## config.mk

```make
export PLATFORM = sky130hd
export DESIGN_NAME = note_envelope_ctrl
export DESIGN_NICKNAME = d
export VERILOG_FILES = /design/src/rtl/note_envelope_ctrl.sv
export SDC_FILE = /design/constraint.sdc
export NUM_CORES = 1
export LEC_CHECK = 0
export ABC_AREA = 1
export CAP_MARGIN = 20
export CORE_MARGIN = 2
export CORE_UTILIZATION = 65
export CTS_BUF_LIST = sky130_fd_sc_hd__clkbuf_16
export DETAILED_ROUTE_END_ITERATION = 7
export DONT_BUFFER_PORTS = 1
export PLACE_DENSITY = 0.88
export SYNTH_ARGS = -nofsm -noshare
export SYNTH_HDL_FRONTEND = slang
export SYNTH_SLANG_ARGS = --single-unit
```

## constraint.sdc

```tcl
create_clock -name clk -period 2.4 [get_ports clk]
set_input_delay 0.48 -clock clk [delete_from_list [all_inputs] [get_ports clk]]
set_output_delay 0.48 -clock clk [all_outputs]
set_load 0.005 [all_outputs]
```

## src/rtl/note_envelope_ctrl.sv

```systemverilog
// ---------------------------------------------------------------------------
// note_envelope_ctrl
//   Decay envelope sequencer for one synthesiser voice. Counts sample strobes
//   since note onset and steps a 6-bit decay index into an external gain
//   lookup (8-bit unsigned, 128 = 1.0). The returned gain is applied to the
//   voice sample stream through a two-stage pipeline. On key release the
//   index freezes and the output fades by a growing right shift until the
//   voice falls silent.
//
// Ports
//   clk               system clock
//   rst               asynchronous active-high reset
//   note_start        one-cycle pulse, begin or retrigger a note
//   note_stop         one-cycle pulse, key released
//   sample_in_valid   one-cycle strobe per audio sample
//   sample_in         signed raw voice sample
//   env_index         registered decay index to the gain lookup
//   env_gain          gain for the current env_index (combinational return)
//   sample_out        signed enveloped sample, held between strobes
//   sample_out_valid  sample_in_valid delayed by two cycles
//   active            high in DECAY, SUSTAIN or RELEASE
//   done              one-cycle pulse on RELEASE -> IDLE
//
// Build option
//   ENV_GAIN_ROUND_EN  when defined, stage 2 rounds half up before the shift;
//                      otherwise the shift floors toward minus infinity.
//
// States
//   state      | meaning
//   -----------+-----------------------------------------------------------
//   ST_IDLE    | no note; enveloped output forced to 0
//   ST_DECAY   | index advances once every STEP_DIV strobes
//   ST_SUSTAIN | index parked at 63 (table floor)
//   ST_RELEASE | index frozen; fade shift grows once every REL_DIV strobes
// ---------------------------------------------------------------------------
module note_envelope_ctrl #(
  parameter int SAMPLE_W = 16,
  parameter int STEP_DIV = 256,
  parameter int REL_DIV  = 64
) (
  input  logic                       clk,
  input  logic                       rst,
  input  logic                       note_start,
  input  logic                       note_stop,
  input  logic                       sample_in_valid,
  input  logic signed [SAMPLE_W-1:0] sample_in,
  output logic [5:0]                 env_index,
  input  logic [7:0]                 env_gain,
  output logic signed [SAMPLE_W-1:0] sample_out,
  output logic                       sample_out_valid,
  output logic                       active,
  output logic                       done
);

  localparam int PROD_W  = SAMPLE_W + 9;
  localparam int DIV_MAX = (STEP_DIV > REL_DIV) ? STEP_DIV : REL_DIV;
  localparam int CNT_W   = (DIV_MAX > 2) ? $clog2(DIV_MAX) : 1;

  // Strobe timer is a down-counter: reload value means "zero strobes
  // elapsed", terminal count 0 marks the strobe that completes a period.
  localparam logic [CNT_W-1:0] STEP_LOAD = CNT_W'(STEP_DIV - 1);
  localparam logic [CNT_W-1:0] REL_LOAD  = CNT_W'(REL_DIV - 1);

  typedef enum logic [1:0] {
    ST_IDLE    = 2'd0,
    ST_DECAY   = 2'd1,
    ST_SUSTAIN = 2'd2,
    ST_RELEASE = 2'd3
  } state_t;

  state_t           state_q, state_d;
  logic [5:0]       idx_q, idx_d;
  logic [CNT_W-1:0] cnt_q, cnt_d;
  logic [2:0]       shift_q, shift_d;
  logic             done_q, done_d;

  // -------------------------------------------------------------------------
  // Envelope sequencer
  // -------------------------------------------------------------------------
  always_ff @(posedge clk or posedge rst) begin
    if (rst) begin
      state_q <= ST_IDLE;
      idx_q   <= 6'd0;
      cnt_q   <= STEP_LOAD;
      shift_q <= 3'd0;
      done_q  <= 1'b0;
    end else begin
      state_q <= state_d;
      idx_q   <= idx_d;
      cnt_q   <= cnt_d;
      shift_q <= shift_d;
      done_q  <= done_d;
    end
  end

  always_comb begin
    state_d = state_q;
    idx_d   = idx_q;
    cnt_d   = cnt_q;
    shift_d = shift_q;
    done_d  = 1'b0;

    if (note_start) begin
      // Start overrides everything, including a simultaneous stop or strobe.
      state_d = ST_DECAY;
      idx_d   = 6'd0;
      cnt_d   = STEP_LOAD;
      shift_d = 3'd0;
    end else begin
      unique case (state_q)
        ST_IDLE: begin
        end

        ST_DECAY: begin
          if (note_stop) begin
            state_d = ST_RELEASE;
            cnt_d   = REL_LOAD;
          end else if (sample_in_valid) begin
            if (cnt_q == '0) begin
              cnt_d = STEP_LOAD;
              idx_d = idx_q + 6'd1;
              if (idx_q == 6'd62) begin
                state_d = ST_SUSTAIN;
              end
            end else begin
              cnt_d = cnt_q - CNT_W'(1);
            end
          end
        end

        ST_SUSTAIN: begin
          if (note_stop) begin
            state_d = ST_RELEASE;
            cnt_d   = REL_LOAD;
          end
        end

        ST_RELEASE: begin
          if (sample_in_valid) begin
            if (cnt_q == '0) begin
              cnt_d = REL_LOAD;
              if (shift_q == 3'd7) begin
                state_d = ST_IDLE;
                done_d  = 1'b1;
              end else begin
                shift_d = shift_q + 3'd1;
              end
            end else begin
              cnt_d = cnt_q - CNT_W'(1);
            end
          end
        end

        default: begin
          state_d = ST_IDLE;
        end
      endcase
    end
  end

  assign env_index = idx_q;
  assign active    = (state_q != ST_IDLE);
  assign done      = done_q;

  // -------------------------------------------------------------------------
  // Gain pipeline
  // -------------------------------------------------------------------------
  logic signed [PROD_W-1:0] mult_a;
  logic signed [PROD_W-1:0] mult_b;
  logic signed [PROD_W-1:0] prod;

  // Gain is unsigned; a zero MSB keeps 128 positive in the signed multiply.
  assign mult_a = {{9{sample_in[SAMPLE_W-1]}}, sample_in};
  assign mult_b = {{(PROD_W-8){1'b0}}, env_gain};
  assign prod   = mult_a * mult_b;

  logic                     s1_valid_q;
  logic signed [PROD_W-1:0] s1_prod_q;
  logic [2:0]               s1_shift_q;
  logic                     s1_live_q;

  // Stage 1 snapshots gain, shift and state as they stood before this
  // strobe's own update, so in-flight samples are unaffected by a retrigger.
  always_ff @(posedge clk or posedge rst) begin
    if (rst) begin
      s1_valid_q <= 1'b0;
      s1_prod_q  <= '0;
      s1_shift_q <= 3'd0;
      s1_live_q  <= 1'b0;
    end else begin
      s1_valid_q <= sample_in_valid;
      if (sample_in_valid) begin
        s1_prod_q  <= prod;
        s1_shift_q <= shift_q;
        s1_live_q  <= (state_q != ST_IDLE);
      end
    end
  end

  logic [4:0]               shamt;
  logic signed [PROD_W:0]   acc;
  logic signed [SAMPLE_W-1:0] scaled;

  // One guard bit above the product leaves room for the rounding addend.
  always_comb begin
    shamt = 5'd7 + {2'b00, s1_shift_q};
    acc   = {s1_prod_q[PROD_W-1], s1_prod_q};
`ifdef ENV_GAIN_ROUND_EN
    acc   = acc + ((PROD_W+1)'(1) << (shamt - 5'd1));
`endif
    // Gain never exceeds 1.0, so the truncation cannot lose magnitude.
    scaled = SAMPLE_W'(acc >>> shamt);
  end

  logic                       out_valid_q;
  logic signed [SAMPLE_W-1:0] sample_out_q;

  always_ff @(posedge clk or posedge rst) begin
    if (rst) begin
      out_valid_q  <= 1'b0;
      sample_out_q <= '0;
    end else begin
      out_valid_q <= s1_valid_q;
      if (s1_valid_q) begin
        sample_out_q <= s1_live_q ? scaled : '0;
      end
    end
  end

  assign sample_out       = sample_out_q;
  assign sample_out_valid = out_valid_q;

endmodule
```

==> impl_metrics.env <==
export IMPL_status="finished with violations"
export IMPL_violations="setup timing"
export IMPL_mostFrequentLayoutCell="nand2_1"
export IMPL_crit_path_start_kind="input port"
export IMPL_insertion_delay_ps=340
export IMPL_drt_first_pass_iters=8
export IMPL_max_freq_ghz=0.264
export IMPL_clkTransAtPathRegs_ps=60
export IMPL_worst_slew_pin_slew_ps=494
export IMPL_critPathArrivalTime_ps=4020
export IMPL_yosysSeqAreaShare_pct=18.4
export IMPL_cts_tree="done"
export IMPL_num_antenna_cells=0
export IMPL_wirelength_um=27900
export IMPL_syn_nets=1505
export IMPL_min_period_ps=3790
export IMPL_finClkSkew_ps=6.89
export IMPL_crit_type="in2reg"
export IMPL_initial_core_util_pct=66.3
export IMPL_fin_ws_ps=-1390
export IMPL_synth_cell_area_um2=9170
export IMPL_ys_types=43
export IMPL_async_reset_ff_share_pct=100
export IMPL_dr_first_iter_drc_count=1178
export IMPL_period_share_pct=158
export IMPL_finalSetupViolCount=20
export IMPL_die_area_um2=15100
export IMPL_max_cap_violations=0
export IMPL_final_layout_size_suffix_gt1_share_pct=23.9
export IMPL_drc=0
export IMPL_rsz0062_at_grt="true"
export IMPL_nets=1516
export IMPL_leakagePower_nw=6.18
export IMPL_final_cell_mix="370 x nand2_1, 237 x inv_1, 97 x fa_1"
export IMPL_io_pins=54
export IMPL_p_per_area_nw_per_um2=1630
export IMPL_grt_pass1_wl_um=40000
export IMPL_dp_hpwl_um=16900
export IMPL_wl_per_cell_um=18.4
export IMPL_std_cell_rows=43
export IMPL_netlist_instances=1317
export IMPL_antenna_found_initial=0
export IMPL_avgSynthCellArea_um2=6.96
export IMPL_area_growth_pct=20.9
export IMPL_hold_viol=0
export IMPL_cts_buffers=9
export IMPL_numPortBuffers=0
export IMPL_num_fill_cells=785
export IMPL_viasPerCell=6.02
export IMPL_ant_nets=0
export IMPL_holdCritPathClass="in2async"
export IMPL_whs_ps=20.3
export IMPL_end_kind="register"
export IMPL_htreeDepth=3
export IMPL_multi_input_area_um2=7230
export IMPL_root_buffer="clkbuf_16"
export IMPL_grt_use_total_pct=33.6
export IMPL_routed_via_count=9100
export IMPL_grt_max_degree=37
export IMPL_power_mw=18.0
export IMPL_dieWidth_um=123
export IMPL_required_ps=2630
export IMPL_vdd_drop_max_mv=0.958
export IMPL_cts_sinks=67
export IMPL_ys_flop_type="dfrtp_1"
export IMPL_synth_seq_cells=67
export IMPL_register_area_um2=1690
export IMPL_grt_pass1_vias=8846
export IMPL_postCtsHoldBufs=0
export IMPL_synth_edf_count=0
export IMPL_fp_dieH_um=123
export IMPL_fp_coreArea_um2=13800
export IMPL_final_max_slew_viol_count=0
export IMPL_cp_max_fo=16
export IMPL_grt_overflow=0
export IMPL_timing_slew_headroom_pct=67.0
export IMPL_yosys_warnings=0
export IMPL_clock_path_buffers=2
export IMPL_place_congestion=0.901
## Yosys cell counts (5+ instances only)
master    instances  area (um2)
nand2_1         453        1700
inv_1           280        1050
fa_1            102        2040
nand3_1          99         495
dfrtp_1          59        1480
ha_1             57         713
nor2_1           43         161
clkbuf_1         34         128
o21ai_0          28         140
a21oi_1          22         110
o21ai_1          16        80.1
buf_2            14        70.1
and2_1            9        56.3
nand3b_1          9        67.6
nand4_1           9        56.3
o211ai_1          9        67.6
dfstp_2           8         210
inv_2             7        26.3
buf_4             5        37.5
o21ai_2           5        43.8
## worst max-delay path: stages
cell	delay, ps
nand2_1	70
fa_1	500
inv_1	60
fa_1	530
inv_1	70
fa_1	460
fa_1	540
inv_2	50
ha_4	330
nand2_4	90
inv_4	90
nand2_1	110
nand2_1	110
nand2_1	70
nand2_1	100
nand2_2	80
nand3_2	80
nand2_1	60
nand3_2	80
nand2_1	60
## path summary, 6_finish.rpt
check | slack [ps] | from | end | depth (start not counted)
min in group clk | 170 | sample_in_valid | s1_valid_q | 0
min reg2reg | 400 | s1_valid_q | sample_out_valid | 0
max | -1390 | env_gain[0] | s1_prod_q[21] | 20
max reg2reg | 530 | s1_shift_q[1] | sample_out[1] | 8
min | 20 | rst | done | 1
max in group asynchronous | 1760 | rst | sample_out[8] | 2
## cell type report
class | instances | area share, %
multi-input combinational | 903 | 65.3
inverter | 288 | 10.0
tap | 180 | 2.03
clock inverter | 6 | 0.734
timing repair buffer | 59 | 4.67
clock buffer | 9 | 2.03
sequential | 67 | 15.2
## cell families (layout without fill, tap and decap cells)
family          Yosys count  in the layout  share of synthesized area [%]
simple gates            640            640                           29.2
buf+inv                 347            362                           15.0
fa+ha+maj               159            159                           30.0
compound gates           91             91                           6.00
flops                    67             67                           18.4
xor+xnor                  9              9                          0.942
mux                       4              4                          0.437
## repair_timing
item,CTS,global route
setup buffers,10,6
resized for setup,140,83
pin swaps,118,76
setup endpoints to repair,21,21
## per-stage QoR
stage                     setup TNS (ps)  utilization [%]  cell area (um2)  instances  worst slack, ps
after floorplan                   -29650                -             9700       1317            -1720
after global placement            -27870             71.3             9860       1485            -1600
after detailed placement          -29210             71.3             9860       1485            -1740
after CTS                         -19910             78.0            10800       1509            -1220
after global routing              -24830             80.1            11100       1512            -1500
final                             -22870             80.1            11100       1512            -1390
## registers in the layout, summed over array words and instances, names as in the netlist
register	cells
cnt_q	8
s1_live_q	1
sample_out	16
s1_valid_q	1
sample_out_valid	1
s1_prod_q	25
done	1
s1_shift_q	3
state_q	2
env_index	6
shift_q	3
## per-layer routing
layer	share of wire [%]	global-route usage (%)	up-vias
met5	0	0	-
met4	7.7	15.2	0
met3	8.7	6.27	242
met2	49	59.8	628
met1	34	39.1	4269
li1	-	-	3961
## where the power goes
part           switching (mW)  internal (mW)
sequential              0.358           1.58
combinational            8.74           5.95
clock                   0.490          0.895
No activity file was read; power rests on OpenSTA's default activity.
